### config.mk
export PLATFORM = sky130hd
export DESIGN_NAME = mem_port_scheduler
export DESIGN_NICKNAME = d
export VERILOG_FILES = /design/src/rtl/mem_sched_pkg.sv /design/src/rtl/rr_port_allocator.sv /design/src/rtl/mem_port_scheduler.sv
export SDC_FILE = /design/constraint.sdc
export NUM_CORES = 1
export LEC_CHECK = 0
export CORE_ASPECT_RATIO = 1.25
export CORE_MARGIN = 2
export CORE_UTILIZATION = 54
export DETAILED_ROUTE_END_ITERATION = 10
export PLACE_DENSITY = 0.95
export SETUP_SLACK_MARGIN = 0.3
export SKIP_CTS_REPAIR_TIMING = 1
export SLEW_MARGIN = 10
export SYNTH_ARGS = -nofsm -noshare
export SYNTH_HDL_FRONTEND = slang
export SYNTH_SLANG_ARGS = --single-unit
### constraint.sdc
create_clock -name i_clk -period 13.1 [get_ports i_clk]
set_input_delay 1.965 -clock i_clk [delete_from_list [all_inputs] [get_ports i_clk]]
set_output_delay 1.965 -clock i_clk [all_outputs]
set_load 0.05 [all_outputs]
### src/rtl/mem_sched_pkg.sv
// Shared definitions for the memory port scheduler.
//   - default requester / port counts and bus widths
//   - REQ_IDX_W: width of a requester index
//   - issue_t: one port's issue record {valid, req_idx}
package mem_sched_pkg;

  localparam int unsigned REQ_COUNT_DEF  = 4;
  localparam int unsigned PORT_COUNT_DEF = 2;
  localparam int unsigned ADDR_WIDTH_DEF = 12;
  localparam int unsigned MEM_WIDTH_DEF  = 12;

  // $clog2 that never returns 0, so single-entry indices still get one bit.
  function automatic int unsigned clog2_min1(input int unsigned n);
    return (n > 1) ? $clog2(n) : 1;
  endfunction

  localparam int unsigned REQ_IDX_W = clog2_min1(REQ_COUNT_DEF);

  typedef struct packed {
    logic                 valid;
    logic [REQ_IDX_W-1:0] req_idx;
  } issue_t;

endpackage

### src/rtl/rr_port_allocator.sv
// Combinational round-robin allocator: maps up to PORT_COUNT pending requests onto RAM ports.
// Ports:
//   i_rr_ptr       first requester to consider this cycle
//   i_req_valid    per-requester pending flag
//   i_req_write    per-requester write flag
//   i_req_addr     packed per-requester word address
//   o_port_issue   per-port {valid, requester index}, port 0 filled first
//   o_req_ready    per-requester grant
//   o_rr_ptr_next  pointer for the next cycle (last grant + 1, or unchanged)
module rr_port_allocator
  import mem_sched_pkg::*;
#(
  parameter int unsigned REQ_COUNT  = REQ_COUNT_DEF,
  parameter int unsigned PORT_COUNT = PORT_COUNT_DEF,
  parameter int unsigned ADDR_WIDTH = ADDR_WIDTH_DEF
) (
  input  logic [REQ_IDX_W-1:0]            i_rr_ptr,
  input  logic [REQ_COUNT-1:0]            i_req_valid,
  input  logic [REQ_COUNT-1:0]            i_req_write,
  input  logic [REQ_COUNT*ADDR_WIDTH-1:0] i_req_addr,
  output issue_t [PORT_COUNT-1:0]         o_port_issue,
  output logic [REQ_COUNT-1:0]            o_req_ready,
  output logic [REQ_IDX_W-1:0]            o_rr_ptr_next
);

  localparam int unsigned PortCntW = clog2_min1(PORT_COUNT + 1);
  localparam int unsigned PortIdxW = clog2_min1(PORT_COUNT);
  localparam logic [REQ_IDX_W:0]   ReqCountW  = (REQ_IDX_W + 1)'(REQ_COUNT);
  localparam logic [PortCntW-1:0]  PortCountW = PortCntW'(PORT_COUNT);
  localparam logic [REQ_IDX_W-1:0] LastReq    = REQ_IDX_W'(REQ_COUNT - 1);

  logic [ADDR_WIDTH-1:0] w_addr [REQ_COUNT];

  for (genvar r = 0; r < REQ_COUNT; r++) begin : g_unpack
    assign w_addr[r] = i_req_addr[r*ADDR_WIDTH +: ADDR_WIDTH];
  end

  logic [REQ_COUNT-1:0] w_grant;
  logic [PortCntW-1:0]  w_used;
  logic [REQ_IDX_W:0]   w_sum;
  logic [REQ_IDX_W-1:0] w_cand;
  logic [REQ_IDX_W-1:0] w_last;
  logic                 w_any;
  logic                 w_hazard;

  always_comb begin
    w_grant      = '0;
    o_port_issue = '0;
    w_used       = '0;
    w_sum        = '0;
    w_cand       = '0;
    w_last       = '0;
    w_any        = 1'b0;
    w_hazard     = 1'b0;
    for (int unsigned k = 0; k < REQ_COUNT; k++) begin
      // Candidate = (rr_ptr + k) mod REQ_COUNT; both terms < REQ_COUNT so one wrap suffices.
      w_sum = {1'b0, i_rr_ptr} + (REQ_IDX_W + 1)'(k);
      if (w_sum >= ReqCountW) begin
        w_sum = w_sum - ReqCountW;
      end
      w_cand = w_sum[REQ_IDX_W-1:0];

      // A write may not share an address with anything else issued this cycle.
      w_hazard = 1'b0;
      for (int unsigned j = 0; j < REQ_COUNT; j++) begin
        if (w_grant[j] && (w_addr[j] == w_addr[w_cand]) &&
            (i_req_write[j] || i_req_write[w_cand])) begin
          w_hazard = 1'b1;
        end
      end

      if (i_req_valid[w_cand] && !w_hazard && (w_used < PortCountW)) begin
        w_grant[w_cand]                      = 1'b1;
        o_port_issue[w_used[PortIdxW-1:0]]   = '{valid: 1'b1, req_idx: w_cand};
        w_used                               = w_used + PortCntW'(1);
        w_last                               = w_cand;
        w_any                                = 1'b1;
      end
    end
  end

  assign o_req_ready = w_grant;

  always_comb begin
    o_rr_ptr_next = i_rr_ptr;
    if (w_any) begin
      o_rr_ptr_next = (w_last == LastReq) ? '0 : w_last + REQ_IDX_W'(1);
    end
  end

endmodule

### src/rtl/mem_port_scheduler.sv
// Schedules REQ_COUNT requesters onto the PORT_COUNT ports of a multiport RAM with a
// one-cycle registered read, returning each result to its requester two cycles after grant.
// Ports:
//   i_clk, i_rst_n           clock, asynchronous active-low reset
//   i_req_valid/write        per-requester request and direction
//   i_req_addr/wdata         packed per-requester address and write data
//   o_req_ready              per-requester grant (combinational on the request inputs)
//   o_resp_valid/data        one-cycle response strobe and data (read data or written data)
//   o_ram_address/datain     packed per-port RAM address and write data
//   o_ram_mem_write          per-port RAM write enable
//   i_ram_dataout            packed per-port RAM read data (valid the cycle after grant)
module mem_port_scheduler
  import mem_sched_pkg::*;
#(
  parameter int unsigned REQ_COUNT  = REQ_COUNT_DEF,
  parameter int unsigned PORT_COUNT = PORT_COUNT_DEF,
  parameter int unsigned ADDR_WIDTH = ADDR_WIDTH_DEF,
  parameter int unsigned MEM_WIDTH  = MEM_WIDTH_DEF
) (
  input  logic                            i_clk,
  input  logic                            i_rst_n,
  input  logic [REQ_COUNT-1:0]            i_req_valid,
  input  logic [REQ_COUNT-1:0]            i_req_write,
  input  logic [REQ_COUNT*ADDR_WIDTH-1:0] i_req_addr,
  input  logic [REQ_COUNT*MEM_WIDTH-1:0]  i_req_wdata,
  output logic [REQ_COUNT-1:0]            o_req_ready,
  output logic [REQ_COUNT-1:0]            o_resp_valid,
  output logic [REQ_COUNT*MEM_WIDTH-1:0]  o_resp_data,
  output logic [PORT_COUNT*ADDR_WIDTH-1:0] o_ram_address,
  output logic [PORT_COUNT*MEM_WIDTH-1:0] o_ram_datain,
  output logic [PORT_COUNT-1:0]           o_ram_mem_write,
  input  logic [PORT_COUNT*MEM_WIDTH-1:0] i_ram_dataout
);

  logic [REQ_IDX_W-1:0]           r_rr_ptr;
  issue_t [PORT_COUNT-1:0]        r_issue;
  logic [REQ_COUNT-1:0]           r_resp_valid;
  logic [REQ_COUNT*MEM_WIDTH-1:0] r_resp_data;

  issue_t [PORT_COUNT-1:0]        w_alloc_issue;
  issue_t [PORT_COUNT-1:0]        w_port_issue;
  logic [REQ_COUNT-1:0]           w_alloc_ready;
  logic [REQ_IDX_W-1:0]           w_rr_ptr_next;
  logic [REQ_COUNT-1:0]           w_resp_valid_d;
  logic [REQ_COUNT*MEM_WIDTH-1:0] w_resp_data_d;

  rr_port_allocator #(
    .REQ_COUNT  (REQ_COUNT),
    .PORT_COUNT (PORT_COUNT),
    .ADDR_WIDTH (ADDR_WIDTH)
  ) u_alloc (
    .i_rr_ptr      (r_rr_ptr),
    .i_req_valid   (i_req_valid),
    .i_req_write   (i_req_write),
    .i_req_addr    (i_req_addr),
    .o_port_issue  (w_alloc_issue),
    .o_req_ready   (w_alloc_ready),
    .o_rr_ptr_next (w_rr_ptr_next)
  );

  // While reset is low nothing is granted and every port is idle.
  always_comb begin
    w_port_issue = w_alloc_issue;
    for (int unsigned p = 0; p < PORT_COUNT; p++) begin
      w_port_issue[p].valid = w_alloc_issue[p].valid & i_rst_n;
    end
  end

  assign o_req_ready = w_alloc_ready & {REQ_COUNT{i_rst_n}};

  // Route each granted requester's address/data/direction onto its port; idle ports read 0.
  always_comb begin
    o_ram_address   = '0;
    o_ram_datain    = '0;
    o_ram_mem_write = '0;
    for (int unsigned p = 0; p < PORT_COUNT; p++) begin
      for (int unsigned r = 0; r < REQ_COUNT; r++) begin
        if (w_port_issue[p].valid && (w_port_issue[p].req_idx == REQ_IDX_W'(r))) begin
          o_ram_address[p*ADDR_WIDTH +: ADDR_WIDTH] = i_req_addr[r*ADDR_WIDTH +: ADDR_WIDTH];
          o_ram_datain[p*MEM_WIDTH +: MEM_WIDTH]    = i_req_wdata[r*MEM_WIDTH +: MEM_WIDTH];
          o_ram_mem_write[p]                        = i_req_write[r];
        end
      end
    end
  end

  // One cycle after issue the RAM output belongs to the recorded requester. A requester is
  // granted at most once per cycle, so at most one port matches each requester.
  always_comb begin
    w_resp_valid_d = '0;
    w_resp_data_d  = r_resp_data;
    for (int unsigned p = 0; p < PORT_COUNT; p++) begin
      for (int unsigned r = 0; r < REQ_COUNT; r++) begin
        if (r_issue[p].valid && (r_issue[p].req_idx == REQ_IDX_W'(r))) begin
          w_resp_valid_d[r]                       = 1'b1;
          w_resp_data_d[r*MEM_WIDTH +: MEM_WIDTH] = i_ram_dataout[p*MEM_WIDTH +: MEM_WIDTH];
        end
      end
    end
  end

  always_ff @(posedge i_clk or negedge i_rst_n) begin
    if (!i_rst_n) begin
      r_rr_ptr     <= '0;
      r_issue      <= '0;
      r_resp_valid <= '0;
      r_resp_data  <= '0;
    end else begin
      r_rr_ptr     <= w_rr_ptr_next;
      r_issue      <= w_port_issue;
      r_resp_valid <= w_resp_valid_d;
      r_resp_data  <= w_resp_data_d;
    end
  end

  assign o_resp_valid = r_resp_valid;
  assign o_resp_data  = r_resp_data;

endmodule

# After elaboration in Yosys (flattened, before gate mapping)

Index checks and enable logic that the tools add are counted.

Reduce and logical (&&, ||, !) cells: 76
Add/subtract/negate cells: 10
Eq/ne operators: 25
Bitwise gates (word level): 9
Mux-type cells: 116
Magnitude comparators: 24

Operators by type and width:

| cell                                                              | count |
|---|---|
| two-way mux 12 bit                                                | 30 |
| == test 12 bit                                                    | 12 |
| binary-select mux 12 bit (select 2 bit)                           | 3 |
| logical AND 1 bit                                                 | 53 |
| two-way mux 1 bit                                                 | 44 |
| two-way mux 2 bit                                                 | 11 |
| bitwise mux 6 bit                                                 | 3 |
| == test 2 bit, second input constant                              | 9 |
| greater-or-equal comparator 3 bit, second input constant          | 6 |
| two-way mux 6 bit                                                 | 3 |
| two-way mux 4 bit                                                 | 4 |
| binary-select mux 1 bit (select 2 bit)                            | 7 |
| logical OR 1 bit                                                  | 12 |
| < comparator 2 x 3 -> 1 bit, second input constant                | 4 |
| two-way mux 3 bit                                                 | 4 |
| OR 4 bit                                                          | 3 |
| demux 3 bit (select 1 bit)                                        | 3 |
| NOT 2 -> 3 bit                                                    | 3 |
| demux 1 bit (select 2 bit)                                        | 4 |
| == test 2 x 1 -> 1 bit, second input constant                     | 4 |
| greater-or-equal comparator 2 x 1 -> 1 bit, second input constant | 4 |
| logical NOT 2 bit                                                 | 4 |
| < comparator 1 x 2 -> 1 bit, second input constant                | 4 |
| nonzero test 2 bit                                                | 4 |
| other kinds (11)                                                  | 22 |

Register bits after elaboration: 60
Output and inout port bits: 106
Bits of input ports: 130

# Depth between registers and ports, before layout

Gate-level depths: netlist (run 1).

Depth after elaboration: 44
Gate-level depth with buffers: 29
Mapped depth without buffers: 20

# Hierarchy

A second synthesis (run 1) with hierarchy kept.

Cell total of the unflattened synthesis: 988
Area, all modules: 8,324.2 um^2

By module, submodules not included:

| module             | times used | sequential area each (um^2) | area an instance (um^2) | cells an instance |
|---|---|---|---|---|
| rr_port_allocator  | 1          | 0.0                         | 4,205.3                 | 579 |
| mem_port_scheduler | 1          | 1,501.4                     | 4,119.0                 | 409 |

# Least setup slack after synthesis (run 1)

Ideal clock, no wire load.

Path kind: in2out
Start: input i_req_addr[14]
End: output o_ram_address[0]
Arrival: 6.653 ns
Path buffers: 3
Stages on the path: 20
Path slack: 4.482 ns
Cells stage by stage: buf_2 xor2_1 or4_4 o31ai_1 nor3b_1 a32o_1 nor2_1 clkbuf_1 ha_1 inv_1 nand2_1 a21oi_1 o211ai_1 nor2_1 o211ai_2 maj3_2 a21boi_2 nand2_1 clkbuf_1 o22ai_1

RTL lines:

| element            | RTL line                 | text |
|---|---|---|
| start: declaration | mem_port_scheduler.sv:24 | `input logic [REQ_COUNT*ADDR_WIDTH-1:0] i_req_addr,` |
| end: declaration   | mem_port_scheduler.sv:29 | `output logic [PORT_COUNT*ADDR_WIDTH-1:0] o_ram_address,` |

# Final worst setup path (run 1)

Start: input i_req_addr[27]
End: output o_ram_address[17]

Cells in the longest elaborated chain, start to end: 40
Elaborated cells on any way between the ends: 102

RTL lines:

| element                                               | RTL line                                           | text |
|---|---|---|
| binary-select mux 12 bit (select 2 bit)               | rr_port_allocator.sv:66                            | `if (w_grant[j] && (w_addr[j] == w_addr[w_cand]) &&` |
| two-way mux 12 bit (not written as such) (2 in a row) | rr_port_allocator.sv:66                            |  |
| == test 12 bit                                        | rr_port_allocator.sv:66                            |  |
| logical AND 1 bit (2 in a row)                        | rr_port_allocator.sv:66                            |  |
| two-way mux 1 bit (4 in a row)                        | rr_port_allocator.sv:66                            |  |
| logical NOT 1 bit                                     | rr_port_allocator.sv:72                            | `if (i_req_valid[w_cand] && !w_hazard && (w_used < PortCountW)) begin` |
| logical AND 1 bit (2 in a row)                        | rr_port_allocator.sv:72                            |  |
| two-way mux 4 bit                                     | rr_port_allocator.sv:72                            |  |
| (+12 left out)                                        | -                                                  |  |
| two-way mux 1 bit (4 in a row)                        | rr_port_allocator.sv:66                            |  |
| logical NOT 1 bit                                     | rr_port_allocator.sv:72                            |  |
| logical AND 1 bit (2 in a row)                        | rr_port_allocator.sv:72                            |  |
| two-way mux 6 bit (*)                                 | rr_port_allocator.sv:72                            |  |
| AND 1 bit or logical NOT 2 bit (tied branches)        | mem_port_scheduler.sv:65, mem_port_scheduler.sv:78 |  |
| logical AND 1 bit                                     | mem_port_scheduler.sv:78                           | `if (w_port_issue[p].valid && (w_port_issue[p].req_idx == REQ_IDX_W'(r))) begin` |
| two-way mux 12 bit (3 in a row)                       | mem_port_scheduler.sv:78                           |  |
| two-way mux 12 bit (*)                                | mem_port_scheduler.sv:78                           |  |

Mark *: on every way between the ends. The rest lies on a longest branch, timed or not. The select of a mux whose other input is x is not followed.

==> results of run 1 <==
## cells by family after synthesis
kind of cell / Yosys count
multiplexers: 208
XOR/XNOR: 127
adder cells (fa/ha/maj): 12
AND/OR/NAND/NOR: 237
buffers and inverters: 130
AO/OA/AOI/OAI: 243
flip-flops: 60
## cells in the mapped netlist, types with 5 or more instances
library cell	count	area, µm²
buf_6	15	169
buf_4	5	37.5
mux2i_1	197	1970
o211ai_1	5	37.5
or3_1	5	31.3
a31oi_1	5	31.3
nand4_1	12	75.1
xor2_1	54	473
o22ai_1	59	369
ha_1	9	113
dfrtp_1	60	1500
a21oi_1	27	135
nor2_1	33	124
nor2b_1	6	37.5
nand2_1	80	300
nor3_1	18	90.1
nand2b_1	9	56.3
o31ai_1	6	45.0
xnor2_1	72	631
o21ai_0	66	330
buf_2	67	335
clkbuf_1	24	90.1
nor4_1	16	100
a221oi_1	5	43.8
nand3_1	21	105
inv_1	14	52.6
nor3b_1	5	37.5
## worst max path at each step
stage	to	from
floorplan	o_ram_address[0]	i_req_addr[14]
global placement	o_ram_address[17]	i_req_addr[35]
detailed placement	o_ram_address[18]	i_req_addr[35]
CTS	o_ram_address[18]	r_rr_ptr[0]$_DFFE_PN0P_
global route	o_ram_address[12]	r_rr_ptr[0]$_DFFE_PN0P_
finish	o_ram_address[17]	i_req_addr[27]
## area by class of cell
class | count | share of cell area
inverter | 16 | 0.00551
multi-input combinational | 827 | 0.584
clock inverter | 4 | 0.00218
timing repair buffer | 244 | 0.222
clock buffer | 12 | 0.0235
antenna | 1 | 0.000230
sequential | 60 | 0.138
tap | 212 | 0.0243
## state kept, by name (all words and copies together), names as in the netlist
signal        count
o_resp_valid      4
r_rr_ptr          2
o_resp_data      48
r_issue           6
## metrics by stage
stage / hold WS (ns) / setup WS (ns) / cells / instance area (µm²)
6_report: 0.558 / 1.98 / 1376 / 10900
3_3_place_gp: 0.520 / 2.42 / 1359 / 10600
5_1_grt: 0.601 / 1.60 / 1376 / 10900
3_5_place_dp: 0.535 / 2.32 / 1359 / 10600
4_1_cts: 0.543 / 2.26 / 1375 / 10900
2_1_floorplan: 0.486 / 4.48 / 1017 / 8550
## routing by layer
layer,global-route usage,share of wire,vias up
li1,-,-,4043
met5,0,0,-
met3,0.0887,0.089,199
met4,0.261,0.080,0
met2,0.658,0.48,662
met1,0.444,0.35,4346
==> impl_metrics.env, run 1 <==
export IMPL_rows=51
export IMPL_synth_area_um2=8550
export IMPL_die_area_um2=16900
export IMPL_relSlewSlack=0.217
export IMPL_rsz0062_at_grt="false"
export IMPL_worstSkewPairLatency_ns=0.33
export IMPL_wl_per_cell_um=24.2
export IMPL_critPathCaptureType="output pin"
export IMPL_fin_skew_ns=0.00705
export IMPL_drive_gt1_frac=0.0550
export IMPL_rr_worst_depth=19
export IMPL_cts_buffer_depth=2
export IMPL_rrSetupSlack_ns=5.57
export IMPL_ys_types=94
export IMPL_multiInputGateArea_um2=6370
export IMPL_core_area_um2=15600
export IMPL_die_height_um=145
export IMPL_grt_first_pass_wirelength_um=50800
export IMPL_route_detailed_drc=0
export IMPL_io_buffers=235
export IMPL_area_growth_pct=27.4
export IMPL_setup_viol=0
export IMPL_start_util=0.549
export IMPL_min_to="o_resp_valid[2]$_DFF_PN0_"
export IMPL_avgSynthCellArea_um2=8.41
export IMPL_hold_path_depth=1
export IMPL_fin_crit_ns=11.12
export IMPL_num_io_pins=236
export IMPL_cp_start_kind="input port"
export IMPL_fmax_mhz=89.9
export IMPL_crit_buf_inv=3
export IMPL_cp_required_ns=11.14
export IMPL_finalMaxSlewViolations=0
export IMPL_globalplace_congestion=1.15
export IMPL_grt_overflow=0
export IMPL_crit_type="in -> out"
export IMPL_cp_arrival_ns=9.16
export IMPL_synth_xor_area_share=0.131
export IMPL_synth_edff_count=0
export IMPL_synthArstFlopShare=1.00
export IMPL_r2r_end="r_issue[1]$_DFF_PN0_"
export IMPL_critPathTopFamily="buffers and inverters"
export IMPL_outcome="finished clean"
export IMPL_hpwl_um=24000
export IMPL_root_buffer="clkbuf_16"
export IMPL_hp_start="r_issue[3]$_DFF_PN0_"
export IMPL_synth_compound_gate_area_share=0.199
export IMPL_syn_num_nets=1156
export IMPL_synth_top_family_by_area="multiplexers"
export IMPL_fin_tns_setup_ns=0
export IMPL_r2r_start="r_rr_ptr[0]$_DFFE_PN0P_"
export IMPL_drtIter0Drc=1171
export IMPL_finalWirelength_um=33200
export IMPL_die_x_um=117
export IMPL_hold_viol=0
export IMPL_first_pass_iters=6
export IMPL_clk_pin_slew_worst_paths_ns=0.05
export IMPL_cp_num_cells=18
export IMPL_numCtsBuffers=9
export IMPL_timing_critical_path_cells="clkdlybuf4s50_1 > xor2_1 > nor4_1 > a41oi_1 > nor3_1 > nand3_1 > nand3b_1 > nor2_1 > ha_1 > nor4_1 > o41ai_2 > o211a_4 > maj3_2 > o221ai_4 > buf_4 > mux2i_1 > o22ai_1 > clkdlybuf4s50_1"
export IMPL_regArea_um2=1510
export IMPL_layout_common_cells="clkdlybuf4s50_1, mux2i_1, nand2_1"
export IMPL_n_fill_cell=1211
export IMPL_fin_util=0.700
export IMPL_cts_tree="done"
export IMPL_synthSimpleGateAreaFrac=0.144
export IMPL_hold_path_class="reg -> reg"
export IMPL_grt_use_total=0.393
export IMPL_yosys_area_share_adder=0.0170
export IMPL_clock_sinks=60
export IMPL_via_per_inst=6.72
export IMPL_ys_ff_latch=60
export IMPL_antenna_found_initial=1
export IMPL_worstPathMaxFanout=34
export IMPL_crit_slowest_cell="clkdlybuf4s50_1"
export IMPL_period_share=0.849
export IMPL_synthCells=1017
export IMPL_num_nets_final=1297
export IMPL_ant_nets=0
export IMPL_ys_flop_type="dfrtp_1"
export IMPL_tightest_slew_ns=1.16
export IMPL_cts_htree_levels=3
export IMPL_max_cap_violations=0
export IMPL_ys_seq_area_frac=0.176
export IMPL_final_common_cell="clkdlybuf4s50_1"
export IMPL_grt_max_degree=67
export IMPL_slowest_delay_ns=0.87
export IMPL_grt_pass1_vias=9019
export IMPL_vias=9250
export IMPL_synthMuxAreaShare=0.251
export IMPL_yosysWarnings=0
Power of run 1 is left out: the tool's default activity adds up to more than one toggle a clock period on the data nets, which glitch-free logic cannot reach.
==> run 2: changes to the inputs <==
--- a/config.mk
+++ b/config.mk
@@ -7,9 +7,9 @@
 export LEC_CHECK = 0
 export CORE_ASPECT_RATIO = 1.25
 export CORE_MARGIN = 2
-export CORE_UTILIZATION = 54
+export CORE_UTILIZATION = 50
 export DETAILED_ROUTE_END_ITERATION = 10
-export PLACE_DENSITY = 0.95
+export PLACE_DENSITY = 0.92
 export SETUP_SLACK_MARGIN = 0.3
 export SKIP_CTS_REPAIR_TIMING = 1
 export SLEW_MARGIN = 10
==> constraint.sdc (replaced) <==
create_clock -name i_clk -period 10.9 [get_ports i_clk]
set_input_delay 1.635 -clock i_clk [delete_from_list [all_inputs] [get_ports i_clk]]
set_output_delay 1.635 -clock i_clk [all_outputs]
set_load 0.05 [all_outputs]
==> run 2 against run 1 <==
  * Non-clock buffer count grew 24
  * Cell area is 2.3% higher
  * First-iteration DRC count decreased by 18%
  * Sequential share of layout area down 0.31 points
  * Count of clock-buffer cells in the layout grew 1
  * Via count up 0.97%
  * Die area up 7.7%
  * Global-route usage fell by 2.4 points
  * Register-to-register slack got worse by 0.94 ns
==> impl_metrics.env, run 2 (synthesis results as in run 1) <==
export IMPL_slowest_delay_ns=0.87
export IMPL_grt_max_degree=60
export IMPL_via_per_inst=6.63
export IMPL_grt_pass1_vias=9375
export IMPL_grt_overflow=0
export IMPL_fin_crit_ns=10.00
export IMPL_fin_skew_ns=0.00546
export IMPL_core_area_um2=16800
export IMPL_hold_path_class="reg -> reg"
export IMPL_fmax_mhz=100
export IMPL_multiInputGateArea_um2=6370
export IMPL_crit_type="in -> out"
export IMPL_cp_common_cell="clkdlybuf4s50_1"
export IMPL_cts_tree="done"
export IMPL_crit_buf_inv=4
export IMPL_die_x_um=121
export IMPL_drive_gt1_frac=0.0733
export IMPL_grt_first_pass_wirelength_um=52300
export IMPL_area_growth_pct=30.4
export IMPL_final_common_cell="clkdlybuf4s50_1"
export IMPL_critPathTopFamily="compound AO/OA/AOI/OAI gates"
export IMPL_n_fill_cell=1302
export IMPL_clk_pin_slew_worst_paths_ns=0.05
export IMPL_outcome="finished clean"
export IMPL_r2r_start="r_rr_ptr[1]$_DFFE_PN0P_"
export IMPL_timing_critical_path_cells="clkdlybuf4s50_1 > mux2i_2 > xnor2_1 > nor4_2 > nand3_1 > o31ai_1 > a32o_1 > nor2_1 > buf_4 > ha_1 > nor4_1 > o41ai_2 > o211a_4 > maj3_2 > o221ai_4 > buf_12 > mux2i_1 > o22ai_1 > clkdlybuf4s50_1"
export IMPL_first_pass_iters=6
export IMPL_rrSetupSlack_ns=4.63
export IMPL_largest_reg_flops=48
export IMPL_worstSkewPairLatency_ns=0.33
export IMPL_route_detailed_drc=0
export IMPL_rsz0062_at_grt="false"
export IMPL_critPathCaptureType="output pin"
export IMPL_fin_tns_setup_ns=0
export IMPL_numCtsBuffers=9
export IMPL_layout_common_cells="clkdlybuf4s50_1, mux2i_1, nand2_1"
export IMPL_vias=9340
export IMPL_regArea_um2=1510
export IMPL_drtIter0Drc=963
export IMPL_die_area_um2=18200
export IMPL_fin_hold_ws_ns=0.570
export IMPL_globalplace_congestion=1.05
export IMPL_start_util=0.510
export IMPL_finalMaxSlewViolations=0
export IMPL_cts_buffer_depth=2
export IMPL_crit_slowest_cell="clkdlybuf4s50_1"
export IMPL_antenna_found_initial=1
export IMPL_worstSetupStartpoint="i_req_addr[24]"
export IMPL_grt_use_total=0.369
export IMPL_num_nets_final=1321
export IMPL_setup_viol=0
export IMPL_die_height_um=150
export IMPL_postPlaceCellArea_um2=10800
export IMPL_max_cap_violations=0
export IMPL_finalWirelength_um=34200
export IMPL_tightest_slew_ns=1.13
export IMPL_root_buffer="clkbuf_16"
export IMPL_hpwl_um=25100
export IMPL_rows=53
export IMPL_num_io_pins=236
export IMPL_design_area_um2=11100
export IMPL_hp_start="o_resp_data[5]$_DFFE_PN0P_"
export IMPL_cp_arrival_ns=8.37
export IMPL_cp_required_ns=9.27
export IMPL_io_buffers=235
export IMPL_period_share=0.918
export IMPL_worstPathMaxFanout=27
export IMPL_hold_viol=0
export IMPL_cp_start_kind="input port"
export IMPL_relSlewSlack=0.244
export IMPL_wl_per_cell_um=24.3
export IMPL_clock_sinks=60
export IMPL_ant_nets=0
export IMPL_cts_htree_levels=3
## run 2: stage by stage
| step | utilization | std cells | worst slack [ns] |
|---|---|---|---|
| after floorplan | - | 1017 | 2.94 |
| after global placement | 0.645 | 1391 | 1.12 |
| after detailed placement | 0.645 | 1391 | 1.03 |
| after CTS | 0.664 | 1407 | 1.02 |
| after global routing | 0.664 | 1408 | 0.583 |
| final | 0.664 | 1408 | 0.896 |
## run 2: final timing paths
path	depth (start not counted)	end
min	2	o_resp_data[5]$_DFFE_PN0P_
min in group asynchronous	1	o_resp_data[39]$_DFFE_PN0P_
min reg2reg	2	o_resp_data[5]$_DFFE_PN0P_
max reg2reg	17	r_issue[4]$_DFF_PN0_
max in group asynchronous	2	o_resp_data[5]$_DFFE_PN0P_
max	19	o_ram_address[12]
## run 2: cell type report
type                            count  area share
Timing Repair Buffer              268       0.234
Sequential cell                    60       0.135
Inverter                           16     0.00539
Antenna cell                        1    0.000224
Clock buffer                       13      0.0233
Tap cell                          220      0.0247
Clock inverter                      3     0.00617
Multi-Input combinational cell    827       0.571
## run 2: worst min-delay path, delay by kind of cell, from the launching register on
family / cells / cell delay [ns]
AOI/OAI and AO/OA: 1 / 0.13
muxes: 1 / 0.06
DFF: 1 / 0.34
## run 2: metal layers
layer  up-vias  GRT usage  share of wire
met1      4458      0.405           0.35
met2       617      0.646           0.49
met3       181     0.0542          0.076
met4         0      0.263          0.076
li1       4084          -              -
met5         -          0              0
Power of run 2 is left out for the same reason.
==> run 3: changes to the inputs <==
--- a/config.mk
+++ b/config.mk
@@ -12,7 +12,6 @@
 export PLACE_DENSITY = 0.92
 export SETUP_SLACK_MARGIN = 0.3
 export SKIP_CTS_REPAIR_TIMING = 1
-export SLEW_MARGIN = 10
 export SYNTH_ARGS = -nofsm -noshare
 export SYNTH_HDL_FRONTEND = slang
 export SYNTH_SLANG_ARGS = --single-unit
==> results of run 3 <==
Same layout as run 2: the final DEF is identical, and so are final timing and power.
Power of run 3 is left out for the same reason.
